File: config.mk
export PLATFORM = sky130hd
export DESIGN_NAME = setpoint_key_conditioner
export DESIGN_NICKNAME = d
export VERILOG_FILES = /design/src/rtl/setpoint_pkg.sv /design/src/rtl/key_debouncer.sv /design/src/rtl/setpoint_key_conditioner.sv
export SDC_FILE = /design/constraint.sdc
export NUM_CORES = 1
export LEC_CHECK = 0
export CAP_MARGIN = 20
export CORE_MARGIN = 2
export CORE_UTILIZATION = 40
export DETAILED_ROUTE_END_ITERATION = 8
export GPL_ROUTABILITY_DRIVEN = 0
export GPL_TIMING_DRIVEN = 0
export PLACE_DENSITY = 0.59
export SLEW_MARGIN = 20
export SYNTH_ARGS = -nofsm -noshare
export SYNTH_HDL_FRONTEND = slang
export SYNTH_SLANG_ARGS = --single-unit
File: constraint.sdc
create_clock -name clk_clk -period 5.7 [get_ports clk_clk]
set_input_delay 1.14 -clock clk_clk [delete_from_list [all_inputs] [get_ports clk_clk]]
set_output_delay 1.14 -clock clk_clk [all_outputs]
set_load 0.02 [all_outputs]
File: src/rtl/setpoint_pkg.sv
// Shared definitions for the setpoint key conditioner.
//   cmd_t      : 2-bit command code driven onto the temperature-set writedata bus
//   state_t    : press/repeat FSM state encoding
package setpoint_pkg;

  typedef logic [1:0] cmd_t;

  localparam cmd_t CMD_IDLE    = 2'b00;
  localparam cmd_t CMD_UP      = 2'b01;
  localparam cmd_t CMD_DOWN    = 2'b10;
  localparam cmd_t CMD_DEFAULT = 2'b11;

  typedef enum logic [2:0] {
    IDLE,
    HOLD_UP,
    HOLD_DN,
    BOTH,
    WAIT_REL
  } state_t;

endpackage

File: src/rtl/key_debouncer.sv
// Two-flop synchroniser followed by a counting debouncer for one key.
// The input is expected already polarity-normalised (1 = pressed), so the
// synchroniser clears to 0, the not-pressed level.
//   clk_clk     : system clock
//   reset_reset : synchronous active-high reset
//   raw_in      : asynchronous key level, 1 = pressed
//   stable_out  : debounced key level, 1 = pressed
module key_debouncer #(
  parameter int DEBOUNCE_CYCLES = 1000000
) (
  input  logic clk_clk,
  input  logic reset_reset,
  input  logic raw_in,
  output logic stable_out
);

  localparam int CNT_W = $clog2(DEBOUNCE_CYCLES);

  logic             sync_p0;
  logic             sync_p1;
  logic             stable;
  logic [CNT_W-1:0] cnt;

  // Synchroniser stage boundary
  always_ff @(posedge clk_clk) begin
    if (reset_reset) begin
      sync_p0 <= 1'b0;
      sync_p1 <= 1'b0;
    end else begin
      sync_p0 <= raw_in;
      sync_p1 <= sync_p0;
    end
  end

  // Debounce stage boundary: any return to the accepted level restarts the
  // count, so only an uninterrupted run of DEBOUNCE_CYCLES flips the state.
  always_ff @(posedge clk_clk) begin
    if (reset_reset) begin
      stable <= 1'b0;
      cnt    <= '0;
    end else if (sync_p1 == stable) begin
      cnt <= '0;
    end else if (cnt == CNT_W'(DEBOUNCE_CYCLES - 1)) begin
      stable <= sync_p1;
      cnt    <= '0;
    end else begin
      cnt <= cnt + CNT_W'(1);
    end
  end

  assign stable_out = stable;

endmodule

File: src/rtl/setpoint_key_conditioner.sv
// Turns the raw UP/DOWN setpoint buttons into single-cycle command codes:
// first-press pulse, hold-to-auto-repeat, and a both-keys restore-default.
//   clk_clk                   : system clock
//   reset_reset               : synchronous active-high reset
//   key_up_raw, key_down_raw  : asynchronous raw buttons
//   temperature_set_writedata : 00 idle, 01 up, 10 down, 11 default (1-cycle pulses)
//   keys_stable               : debounced pressed state {down, up}
module setpoint_key_conditioner
  import setpoint_pkg::*;
#(
  parameter int DEBOUNCE_CYCLES      = 1000000,
  parameter int REPEAT_DELAY_CYCLES  = 25000000,
  parameter int REPEAT_PERIOD_CYCLES = 10000000,
  parameter int KEY_ACTIVE_LOW       = 1
) (
  input  logic       clk_clk,
  input  logic       reset_reset,
  input  logic       key_up_raw,
  input  logic       key_down_raw,
  output logic [1:0] temperature_set_writedata,
  output logic [1:0] keys_stable
);

  localparam int REPEAT_MAX = (REPEAT_DELAY_CYCLES > REPEAT_PERIOD_CYCLES) ?
                              REPEAT_DELAY_CYCLES : REPEAT_PERIOD_CYCLES;
  localparam int TIMER_W    = $clog2(REPEAT_MAX + 1);

  // A period of 1 would produce back-to-back pulses; a debounce of 1 leaves
  // no counter at all.
  if (DEBOUNCE_CYCLES < 2 || REPEAT_DELAY_CYCLES < 2 || REPEAT_PERIOD_CYCLES < 2) begin : g_param_check
    $error("setpoint_key_conditioner: cycle parameters must be >= 2");
  end

  localparam logic [TIMER_W-1:0] DELAY_LOAD  = TIMER_W'(REPEAT_DELAY_CYCLES - 1);
  localparam logic [TIMER_W-1:0] PERIOD_LOAD = TIMER_W'(REPEAT_PERIOD_CYCLES - 1);

  logic               up_pressed;
  logic               dn_pressed;
  logic [1:0]         stable;
  state_t             state, state_n;
  logic [TIMER_W-1:0] timer, timer_n;
  cmd_t               cmd_n;
  cmd_t               cmd_p0;

  // Inverting ahead of the synchroniser lets it clear to 0 as "not pressed".
  assign up_pressed = (KEY_ACTIVE_LOW != 0) ? ~key_up_raw   : key_up_raw;
  assign dn_pressed = (KEY_ACTIVE_LOW != 0) ? ~key_down_raw : key_down_raw;

  key_debouncer #(.DEBOUNCE_CYCLES(DEBOUNCE_CYCLES)) u_deb_up (
    .clk_clk    (clk_clk),
    .reset_reset(reset_reset),
    .raw_in     (up_pressed),
    .stable_out (stable[0])
  );

  key_debouncer #(.DEBOUNCE_CYCLES(DEBOUNCE_CYCLES)) u_deb_dn (
    .clk_clk    (clk_clk),
    .reset_reset(reset_reset),
    .raw_in     (dn_pressed),
    .stable_out (stable[1])
  );

  always_comb begin
    state_n = state;
    timer_n = timer;
    cmd_n   = CMD_IDLE;
    unique case (state)
      IDLE: begin
        timer_n = '0;
        unique case (stable)
          2'b01: begin
            cmd_n   = CMD_UP;
            timer_n = DELAY_LOAD;
            state_n = HOLD_UP;
          end
          2'b10: begin
            cmd_n   = CMD_DOWN;
            timer_n = DELAY_LOAD;
            state_n = HOLD_DN;
          end
          2'b11: begin
            cmd_n   = CMD_DEFAULT;
            state_n = BOTH;
          end
          default: ;
        endcase
      end
      HOLD_UP, HOLD_DN: begin
        // Second key wins over a repeat falling due on the same edge.
        if (stable == 2'b11) begin
          cmd_n   = CMD_DEFAULT;
          state_n = BOTH;
        end else if (!stable[(state == HOLD_UP) ? 0 : 1]) begin
          timer_n = '0;
          state_n = IDLE;
        end else if (timer == '0) begin
          cmd_n   = (state == HOLD_UP) ? CMD_UP : CMD_DOWN;
          timer_n = PERIOD_LOAD;
        end else begin
          timer_n = timer - TIMER_W'(1);
        end
      end
      BOTH: begin
        if (stable != 2'b11) state_n = WAIT_REL;
      end
      WAIT_REL: begin
        if (stable == 2'b00) state_n = IDLE;
      end
      default: state_n = IDLE;
    endcase
  end

  // Control / output register stage boundary
  always_ff @(posedge clk_clk) begin
    if (reset_reset) begin
      state  <= IDLE;
      timer  <= '0;
      cmd_p0 <= CMD_IDLE;
    end else begin
      state  <= state_n;
      timer  <= timer_n;
      cmd_p0 <= cmd_n;
    end
  end

  assign temperature_set_writedata = cmd_p0;
  assign keys_stable               = stable;

endmodule
## After elaboration in Yosys (flattened, before gate mapping)

Index checks and enable logic that the tools add are counted.

- Output and inout port bits: 4
- Input bits: 4
- Bits in registers: 76

- Mux-type cells: 21
- Add/subtract/negate cells: 3
- Bitwise gates (word level): 4
- Reduce and logical (&&, ||, !) cells: 12
- Eq/ne operators: 17
- Order comparisons: 1

Operator list:

| cell | count |
|---|---|
| 2-to-1 mux 25 bit | 4 |
| one-hot mux 25 bit (2 select lines) | 1 |
| adder 20 x 1 -> 20 bit, second input constant | 2 |
| equality test 20 bit, second input constant | 2 |
| zero test 25 bit | 1 |
| subtractor 25 x 1 -> 25 bit, second input constant | 1 |
| 2-to-1 mux 3 bit | 4 |
| one-hot mux 3 bit (4 select lines) | 1 |
| one-hot mux 3 bit (3 select lines) | 1 |
| 2-to-1 mux 2 bit | 4 |
| inequality test 2 bit, second input constant | 4 |
| equality test 3 x 2 -> 1 bit, second input constant | 2 |
| one-hot mux 2 bit (3 select lines) | 1 |
| AND reduction 2 bit | 3 |
| OR reduction 3 bit | 2 |
| equality test 2 bit, second input constant | 2 |
| 2-to-1 mux 1 bit | 4 |
| inequality test 4 x 2 -> 1 bit, second input constant | 1 |
| inverter 1 bit | 4 |
| one-hot mux 2 bit (2 select lines) | 1 |
| AND reduction 4 bit | 1 |
| OR reduction 2 bit | 2 |
| equality test 3 x 1 -> 1 bit, second input constant | 1 |
| equality test 3 bit, second input constant | 1 |
| 7 further kinds | 8 |

## Longest topological paths before layout

- Word-level depth: 8
- Mapped depth: 8
- Mapped depth without buffers: 7

## Hierarchy

From an unflattened synthesis, not the netlist that was laid out.

- Cells, all modules: 461
- Area total of the unflattened synthesis: 3,993.8 µm²

By module, submodules not included:

| module | sequential area each (µm²) | area an instance (µm²) | times used | cells each |
|---|---|---|---|---|
| key_debouncer | 460.4 | 1,058.5 | 2 | 116 |
| setpoint_key_conditioner | 600.6 | 1,876.8 | 1 | 229 |

## Worst setup path before layout

No wires, ideal clock.

- Path kind: input -> register
- Start: in reset_reset
- End: reg state[2]
- Setup slack: 3.481 ns
- Cell stages on the path: 4
- Buffers on the path: 3
- Arrival time: 2.091 ns
- Cell sequence: buf_1 -> buf_1 -> clkbuf_1 -> nor2_1

RTL lines:

| what | line | RTL |
|---|---|---|
| start, declared | setpoint_key_conditioner.sv:17 | `input logic reset_reset,` |
| end signal, assigned | setpoint_key_conditioner.sv:120 | `state <= state_n;` |
| end, declared | setpoint_key_conditioner.sv:40 | `state_t state, state_n;` |

No word-level cell between the ends.

## Final worst setup path

- Start: in reset_reset
- End: reg timer[7]

RTL lines:

| what | line | RTL |
|---|---|---|
| end signal, assigned | setpoint_key_conditioner.sv:121 | `timer <= timer_n;` |
| end, declared | setpoint_key_conditioner.sv:41 | `logic [TIMER_W-1:0] timer, timer_n;` |

No word-level cell between the ends.

==> results by group <==
Outcome
  • Status: finished, final reports clean

CTS
  • Post-cts resize count: 0
  • Post-CTS Hold Buffers: 0
  • Clock Tree Buf Depth: 2
  • H-tree depth: 3
  • Clock transition at the registers of the reported paths: 0.09 ns
  • CTS tree: yes
  • Worst skew pair latency: 0.36 ns
  • Postcts setup bufs: 0
  • Root buffer cell: clkbuf_8
  • Clock Sinks: 76
  • TritonCTS Buffers: 9

Pwr
  • Sw Ratio: 25.0%
  • Power Density: 221 nW/um^2
  • Combinational fraction of design power: 1.5%
  • Worst vdd ir: 0.000127 V
  • LEAKAGE: 1.39 nW
  • Internal power: 0.701 mW
  • Sequential share of power: 57.1%
  • Sw power: 0.234 mW
  • Clk pwr share: 41.4%

Yosys
  • Synth top area cells: dfxtp_1, nor2_1, xnor2_1
  • Share of the synthesized area in the top cell type: 39.9%
  • Seq/Total Area, Yosys: 39.9%
  • Cell Area, Synth: 3810 sq um
  • Area leader, netlist: dfxtp_1
  • Mean post-synth cell area: 8.18 sq um
  • Synth Flop Type: dfxtp_1
  • Count leader, synth: dfxtp_1
  • Post-synth EDFFs: 0
  • Count of state elements after synthesis: 76
  • Yosys warns: 0
  • Count of mapped cells out of synthesis: 466
  • Commonest cells in the netlist: dfxtp_1, nor2_1, a21oi_1
  • Async set or reset register ratio after synthesis: 0%
  • Count of cell types in the netlist: 59
  • Post-synthesis net count: 477

Routing
  • Routed WL: 8580 um
  • Drt pass-1 iters: 4
  • ANT nets after route: 0
  • DRC viols: 0
  • Initial DRC Count: 223
  • Vias/cell: 5.44
  • Routed via count: 3363
  • Wire per inst: 13.9 um

Worst setup path
  • Crit path DAT: 3.25 ns
  • Crit path top cell by count: buf_1
  • Max FO, Critical Path: 10
  • Worst r2r src: u_deb_up.stable_out
  • R2r setup slk: 3.26 ns
  • RR Endpoint: timer[21]
  • Setup crit end kind: flip-flop
  • Max incr delay on CP: 0.61 ns
  • CP Data Required Time: 5.91 ns
  • CP cell instances: clkdlybuf4s50_1, buf_1, buf_1, clkbuf_1, a21oi_1
  • Critical path class: in2reg
  • Cells on worst reg2reg path: 6
  • Crit-path slowest cell: clkdlybuf4s50_1
  • Worst Setup Start Kind: input port

Timing
  • Slew Viols, Final: 0
  • Clock Skew: 0.0120 ns
  • Max Fclk: 329 MHz
  • Final Cycle Share: 53.3%
  • Slew @ Worst Pin: 0.852 ns
  • RSZ-0062 raised after global routing: false
  • Setup_tns: 0 ns
  • Setup violators final: 0
  • Fin. Hold Viols: 0
  • Rel. slew slack: 43.2%
  • Tmin final: 3.04 ns
  • Min Hold Slack: 0.445 ns

Floorplanning
  • Initial Util: 41.2%
  • Die X: 102 um
  • Die H: 102 um
  • FP Rows: 35
  • Core footprint: 9240 sq um
  • Die ar.: 10300 sq um
  • Ports: 8

Global route
  • Remaining Overflow, GRT: 0
  • First-pass GRT wire length: 14900 um
  • Number of global-route vias before repair: 3148
  • Antenna violations before repair: 0
  • Pin count of the biggest net entering global routing: 16
  • Gr usage total: 18.1%

Worst hold path
  • Worst Hold Endpoint: u_deb_dn.sync_p1
  • Hold path cells: 1
  • Worst Min Path Start: u_deb_dn.sync_p0
  • HP Class: reg2reg

Place
  • Hpwl dp: 6010 um
  • # port buffers: 7

Cells and area
  • Nets: 495
  • Filler instances: 940
  • # diodes: 0
  • Synth-to-Final Area Change: 11.0%
  • Share of layout cells above drive strength 1: 7.77%

Flow run
  • Max Cap Violations: 0
registers in the layout (all words and copies together), names as in the netlist, 2 cells and up:
register                   flops
state                          3
temperature_set_writedata      2
timer                         25
u_deb_dn.cnt                  20
u_deb_up.cnt                  20
layout by cell type (no fill, tap or decap), drive strengths merged, types with 5 or more instances in the layout:
cell type / count
inv: 18
nand2: 26
a31oi: 12
a21oi: 32
buf: 11
and3: 8
dfxtp: 76
nor4: 14
nor3: 20
or3: 5
clkdlybuf4s50: 7
nor2: 75
xor2: 19
clkbuf: 23
o21ai: 24
xnor2: 21
nand3: 31
ha: 7
nand4: 8
cells by family after synthesis:
| family | after synthesis | synth area share (%) |
|---|---|---|
| muxes | 4 | 1.05 |
| DFF | 76 | 39.9 |
| and+or+nand+nor | 211 | 28.9 |
| xor gates and xnor gates | 40 | 9.20 |
| adders and majority gates | 8 | 2.56 |
| buffers and inverters | 39 | 4.43 |
| AOI/OAI and AO/OA | 88 | 13.9 |
cell type report:
cell class / instances / area, sq um / share of cell area (%)
timing repair buffer: 7 / 70.1 / 1.66
tap: 129 / 161 / 3.82
inverter: 14 / 52.6 / 1.24
clock buffer: 9 / 124 / 2.93
multi-input combinational: 351 / 2130 / 50.3
buffer: 25 / 116 / 2.75
sequential: 76 / 1520 / 36.0
clock inverter: 7 / 56.3 / 1.33
power groups by stage:
| stage | registers [mW] | logic [mW] | clock network (mW) |
|---|---|---|---|
| 6_report | 0.533 | 0.0144 | 0.387 |
| 5_1_grt | 0.534 | 0.0160 | 0.425 |
| 4_1_cts | 0.533 | 0.0146 | 0.396 |
| 3_5_place_dp | 0.546 | 0.0146 | 0 |
| 3_3_place_gp | 0.546 | 0.0143 | 0 |
| 2_1_floorplan | 0.545 | 0.00791 | 0 |
critical path: cells and delay by family:
family	cells	cell delay (ns)
buffers and inverters	4	2.00
AO/OA/AOI/OAI	1	0.10
metrics by stage:
| step | total power [mW] | instance area (sq um) | util, % | worst slack, ns | instances |
|---|---|---|---|---|---|
| after floorplan | 0.553 | 3810 | - | 3.48 | 466 |
| after global routing | 0.975 | 4230 | 45.8 | 2.55 | 618 |
| after CTS | 0.944 | 4230 | 45.8 | 2.64 | 618 |
| final | 0.934 | 4230 | 45.8 | 2.66 | 618 |
| after global placement | 0.560 | 4040 | 43.7 | 2.30 | 602 |
| after detailed placement | 0.560 | 4050 | 43.8 | 2.28 | 602 |
metal layers:
metal / up-vias / track usage (%) / part of all wire [%]
li1: 1705 / - / -
met1: 1593 / 25.0 / 51
met2: 54 / 27.7 / 44
met3: 11 / 3.59 / 3.0
met4: 0 / 7.07 / 1.9
met5: - / 0 / 0
worst max path at each step:
stage                 from  cells past startpoint  endpoint  slack [ns]
3_3_place_gp   reset_reset                      5  timer[7]        2.30
3_5_place_dp   reset_reset                      5  timer[7]        2.28
4_1_cts        reset_reset                      5  timer[7]        2.64
6_report       reset_reset                      5  timer[7]        2.66
5_1_grt        reset_reset                      5  timer[4]        2.55
2_1_floorplan  reset_reset                      4  state[2]        3.48
Power figures use the tool's default switching activity.
